**src/rtl/coeff_bank_loader.sv**
```systemverilog
// Streams host config words (LOAD) or zeros (CLEAR) into DEPTH one-hot-enabled cells; write strobe 1 cycle after acceptance,
// in_ready only in LOAD without abort. Optional running checksum port under COEFF_BANK_LOADER_CHECKSUM_EN.
module coeff_bank_loader #(
    parameter int WIDTH  = 24,
    parameter int DEPTH  = 8,
    parameter int ADDR_W = 3
) (
    input  logic              clk,
    input  logic              reset,
    input  logic              start,
    input  logic              clear,
    input  logic              abort,
    input  logic              in_valid,
    input  logic [WIDTH-1:0]  in_data,
    output logic              in_ready,
    output logic [DEPTH-1:0]  cell_ce,
    output logic              cell_we,
    output logic [WIDTH-1:0]  cell_d,
    output logic              busy,
    output logic              done,
`ifdef COEFF_BANK_LOADER_CHECKSUM_EN
    output logic [WIDTH-1:0]  checksum,
`endif
    output logic [ADDR_W:0]   count
);

    typedef enum logic [1:0] {S_IDLE, S_LOAD, S_CLEAR, S_DONE} state_t;

    localparam logic [ADDR_W-1:0] L_LAST  = ADDR_W'(DEPTH - 1);
    localparam logic [ADDR_W:0]   L_DEPTH = (ADDR_W + 1)'(DEPTH);

    state_t              r_state;
    state_t              w_next;
    logic [ADDR_W-1:0]   r_index;
    logic                w_last;
    logic                w_wr;
    logic                w_seq_start;
    logic [WIDTH-1:0]    w_wr_dat;
    logic [DEPTH-1:0]    w_onehot;

    assign w_last   = (r_index == L_LAST);
    assign w_onehot = DEPTH'(1) << r_index;

    always_ff @(posedge clk) begin
        if (reset) r_state <= S_IDLE;
        else       r_state <= w_next;
    end

    always_comb begin
        w_next = r_state;
        case (r_state)
            S_IDLE: begin
                if (start)      w_next = S_LOAD;
                else if (clear) w_next = S_CLEAR;
            end
            S_LOAD: begin
                if (abort)               w_next = S_IDLE;
                else if (w_wr && w_last) w_next = S_DONE;
            end
            S_CLEAR: begin
                if (abort)       w_next = S_IDLE;
                else if (w_last) w_next = S_DONE;
            end
            S_DONE:  w_next = S_IDLE;
            default: w_next = S_IDLE;
        endcase
    end

    // Abort masks both acceptance and the CLEAR write of the same cycle.
    always_comb begin
        in_ready    = (r_state == S_LOAD) && !abort;
        w_wr        = (in_ready && in_valid) || ((r_state == S_CLEAR) && !abort);
        w_wr_dat    = (r_state == S_LOAD) ? in_data : '0;
        w_seq_start = (r_state == S_IDLE) && (start || clear);
        busy        = (r_state == S_LOAD) || (r_state == S_CLEAR);
        done        = (r_state == S_DONE);
    end

    always_ff @(posedge clk) begin
        if (reset) begin
            cell_ce <= '0;
            cell_we <= 1'b0;
            cell_d  <= '0;
            r_index <= '0;
            count   <= '0;
        end else begin
            cell_we <= w_wr;
            cell_ce <= w_wr ? w_onehot : '0;
            if (w_wr) cell_d <= w_wr_dat;
            if (w_seq_start) begin
                r_index <= '0;
                count   <= '0;
            end else if (w_wr) begin
                if (!w_last)         r_index <= r_index + ADDR_W'(1);
                if (count != L_DEPTH) count  <= count + (ADDR_W + 1)'(1);
            end
        end
    end

`ifdef COEFF_BANK_LOADER_CHECKSUM_EN
    always_ff @(posedge clk) begin
        if (reset || w_seq_start) checksum <= '0;
        else if (w_wr)            checksum <= checksum + w_wr_dat;
    end
`endif

endmodule
```
**config.mk**
```make
export PLATFORM = sky130hd
export DESIGN_NAME = coeff_bank_loader
export DESIGN_NICKNAME = d
export VERILOG_FILES = /design/src/rtl/coeff_bank_loader.sv
export SDC_FILE = /design/constraint.sdc
export NUM_CORES = 1
export LEC_CHECK = 0
export BUFFER_PORTS_ARGS = -buffer_cell sky130_fd_sc_hd__buf_2
export CORE_MARGIN = 2
export CORE_UTILIZATION = 40
export DETAILED_ROUTE_END_ITERATION = 12
export PLACE_DENSITY = 0.72
export SLEW_MARGIN = 20
export SYNTH_ARGS = -nofsm -noshare
export SYNTH_HDL_FRONTEND = slang
export SYNTH_SLANG_ARGS = --single-unit
```
**constraint.sdc**
```tcl
create_clock -name clk -period 1.43 [get_ports clk]
set_input_delay 0.143 -clock clk [delete_from_list [all_inputs] [get_ports clk]]
set_output_delay 0.143 -clock clk [all_outputs]
set_load 0.03 [all_outputs]
```
# Yosys cells after proc, flatten, opt, wreduce, memory -nomap -nowiden

Index checks and enable logic that the tools add are counted.

Register bits: 42
Input bits: 30
Output and inout port bits: 40
Logic and storage cells: 42

$add $sub $neg: 2
Eq/ne operators: 8
Shifts and indexed selects: 1
Mux-type cells: 8
Bitwise logic cells: 2
Reductions and logical operators: 15

Operators by type and width:

| kind                                                                  | number |
|---|---|
| 24-bit two-way mux                                                    | 1 |
| 2-bit two-way mux                                                     | 6 |
| 3-bit inequality test, second input constant                          | 3 |
| 2-bit one-hot mux with 4 select lines                                 | 1 |
| 1-bit by 3-bit << shifter with 8-bit output, first input constant     | 1 |
| 1-bit logical AND                                                     | 5 |
| 4-bit by 1-bit adder with 4-bit output, second input constant         | 1 |
| 2-bit equality test, second input constant                            | 2 |
| 4-bit inequality test, second input constant                          | 1 |
| 2-bit AND reduction                                                   | 2 |
| 2-bit OR reduction                                                    | 2 |
| 3-bit by 1-bit adder with 3-bit output, second input constant         | 1 |
| 3-bit equality test, second input constant                            | 1 |
| 1-bit logical OR                                                      | 3 |
| 3-bit AND reduction                                                   | 1 |
| 2-bit by 1-bit equality test with 1-bit output, second input constant | 1 |
| 2-bit logical NOT                                                     | 1 |
| 1-bit NOT                                                             | 2 |
| 1-bit logical NOT                                                     | 1 |

# Longest topological paths before layout

Word-level depth: 8
Mapped depth: 6
Mapped depth without buffers: 5

# Worst setup path before layout

No wires, ideal clock.

Path kind: register to register
From: reg r_state[0]
To: reg r_state[0]
Setup time: 0.072 ns
Arrival: 1.436 ns
Data required time: 1.358 ns
Slack: -0.078 ns
Stages on the path, launching flop included: 6
Cell sequence: dfxtp_1 -> inv_1 -> ha_1 -> or2_2 -> a32oi_1 -> mux2i_1

Longest elaborated chain between the ends: 7
Elaborated cells between the ends (all ways): 14

RTL lines:

| element                                        | line   | RTL |
|---|---|---|
| start, declared                                | 32     | `state_t r_state;` |
| start signal, assigned                         | 46     | `else r_state <= w_next;` |
| 2-bit by 1-bit equality test with 1-bit output | 51, 71 |  |
| 1-bit logical AND                              | 71     | `in_ready = (r_state == S_LOAD) && !abort;` |
| 1-bit logical AND                              | 72     | `w_wr = (in_ready && in_valid) \|\| ((r_state == S_CLEAR) && !abort);` |
| 1-bit logical OR                               | 72     |  |
| 1-bit logical AND                              | 58     | `else if (w_wr && w_last) w_next = S_DONE;` |
| 3-bit inequality test (no source line)         | -      |  |
| 3-bit AND reduction (no source line)           | -      |  |

Parallel ways exist; a longest one is shown, timed or not.
A chain may end at the register's enable or synchronous reset.

# Worst setup path after layout

From: reg r_state[0]
To: reg r_state[1]

Same word-level chain as after synthesis.

==> flow_metrics.py <==
metrics = {
    "sta": {
        "rsz0062_at_grt": "yes",
        "final.min_clock_period_ns": 1.43,
        "finalHoldWorstSlack_ns": 0.0495,
        "max_freq_ghz": 0.701,
        "max_slew_margin_pct": 79.5,
        "tightest_slew_ns": 0.305,
        "finalMaxSlewViolations": 0,
        "period_share_pct": 99.8,
        "skew_ns": 0.00885,
        "setup_viol": 0,
        "final_hold_viol_count": 0,
    },
    "global_routing": {
        "grt_pass1_wl_um": 5530,
        "grt_usage_pct": 15.8,
        "antenna_found_initial": 0,
        "gr-total-overflow": 0,
        "grt_pass1_vias": 1259,
        "grt_max_degree": 25,
    },
    "synthesis": {
        "synth-edff-count": 0,
        "synthDistinctLibCells": 30,
        "syn_area_um2": 1670,
        "synthFlopType": "dfxtp_1",
        "yosys_warnings": 0,
        "syn_inst": 149,
        "yosys.area.top_type": "dfxtp_1",
        "synth_nets": 191,
        "seq_area_frac_synth_pct": 50.5,
        "synth_commonest_cells": "42 x dfxtp_1, 24 x a22o_1, 12 x ha_1",
        "async_flop_share_pct": 0,
        "synth.area.top_cells": "dfxtp_1 50%, a22o_1 13%, ha_1 9.0%",
        "synth_top_area_share_pct": 50.5,
        "synth_most_common_cell": "dfxtp_1",
        "ys_ff_latch": 42,
        "synth_area_per_cell_um2": 11.2,
    },
    "clock_network": {
        "cts_setup_buffers": 0,
        "path_clk_slew_ns": 0.09,
        "htree_num_levels": 2,
        "worstSkewPairLatency_ns": 0.29,
        "cts.sinks": 42,
        "clock_tree.buffer_depth": 2,
        "cts-root-buf": "clkbuf_8",
        "ctsHoldBuffers": 0,
        "cts_tree": "yes",
        "cts_inserted_buffers": 5,
    },
    "routing": {
        "ant_nets": 0,
        "drt_iter0_drc": 38,
        "drt-pass1-iter-count": 4,
        "vias": 1433,
        "remaining_drc_errors": 0,
        "wirelength_um": 3680,
        "viasPerCell": 4.99,
        "wl_per_cell_um": 12.8,
    },
    "worst_setup_path": {
        "worstPathArrival_ns": 1.64,
        "required_ns": 1.64,
        "cp_top_family": "flip-flops",
        "start_kind": "flip-flop",
        "path_cells": "inv_4, ha_4, or2_4, a32oi_4, mux2i_1",
        "end_kind": "flip-flop",
        "max_stage_delay_ns": 0.39,
        "crit_slowest_cell": "dfxtp_4",
        "cp_max_fo": 5,
        "crit_buf_inv": 1,
        "crit_type": "flip-flop to flip-flop",
    },
    "layout": {
        "instances_no_fill": 287,
        "final_design_area_no_fill_um2": 2370,
        "diodes": 0,
        "final.fill_count": 364,
        "drive_gt1_share_pct": 47.7,
        "area_growth_pct": 42.5,
        "nNetsFinal": 278,
    },
    "place": {
        "place.gp.congestion": 0.781,
        "hpwl_um": 2680,
        "dp_cells": 279,
        "io_buffer_count": 69,
        "dpl_cell_area_um2": 2200,
    },
    "floorplan": {
        "num_rows": 23,
        "fp.dieArea_um2": 4700,
        "io_pins": 70,
        "start_util_pct": 41.6,
        "core_area_um2": 4000,
        "die_h_um": 68.5,
        "die_w_um": 68.5,
    },
    "pwr": {
        "ir_drop_mv": 0.698,
        "p_per_area_nw_per_um2": 1160,
        "p_leak_nw": 1.12,
    },
    "worst_hold_path": {
        "hp-class": "primary input to flip-flop",
    },
    "run_status": {
        "status": "finished clean",
    },
    "job": {
        "maxCapViolations": 0,
    },
}
report_power, final:
part	switching [mW]	internal [mW]	total [mW]	leakage, nW
clock	0.437	0.349	0.786	0.0408
sequential	0.0377	1.22	1.26	0.342
combinational	0.372	0.327	0.700	0.742
stage by stage:
step                      TNS [ns]  power, mW  utilization [%]  worst slack (ns)
final                            0       2.75             59.3           0.00311
after global routing       -0.0662       2.89             59.3           -0.0507
after CTS                  -0.0403       2.71             57.9           -0.0271
after detailed placement   -0.0739       1.88             55.0           -0.0478
after global placement           0       1.87             55.0            0.0237
after floorplan                  0       1.65                -           0.00448
cells by family after synthesis:
logic type	share of synthesized area (%)
compound gates	22.2
flops	50.5
simple gates	12.6
buf+inv	4.43
fa+ha+maj	9.02
mux	1.20
per-layer routing:
metal  vias to the layer above  wire length, um  track usage (%)
met5                         -                0                0
met4                         0               32             5.00
met3                         5              244             5.52
met2                        50             1740             23.8
met1                       654             1670             21.1
li1                        724                -                -
repair_timing:
action | in CTS | in global routing
gates cloned | 0 | 0
endpoints found under the setup margin | 5 | 32
resized for setup | 5 | 17
pin swaps | 1 | 3
layout make-up:
cell class	instances	area (um2)	area share, %
clock buffer	5	68.8	2.90
clock inverter	3	23.8	1.00
inverter	9	38.8	1.63
multi-input combinational	92	822	34.6
sequential	42	851	35.8
tap	50	62.6	2.64
timing repair buffer	86	507	21.3
state kept, by name (all words and copies together), names as in the netlist:
name,count
cell_d,24
r_state,2
count,4
r_index,3
cell_ce,8
cell_we,1
worst paths after layout:
path / from / slack, ns / endpoint / depth (start not counted)
hold / removal: in_data[23] / 0.05 / cell_d[23] / 2
setup reg to reg: r_state[0] / 0.003 / r_state[1] / 5
setup / recovery: r_state[0] / 0.003 / r_state[1] / 5
hold reg to reg: cell_d[18] / 0.48 / cell_d[18] / 1
cell usage in the layout, fill, tap and decap left out, types with 3 or more instances in the layout:
master     n
o31ai_1    7
ha_1       7
clkbuf_8   5
a21oi_1    8
and2_1     5
nand4_1    6
inv_1      7
buf_2     67
a22o_1    24
dfxtp_1   38
nand2b_1   3
ha_4       3
buf_4     16
and3_1     4
Power figures use the tool's default switching activity.
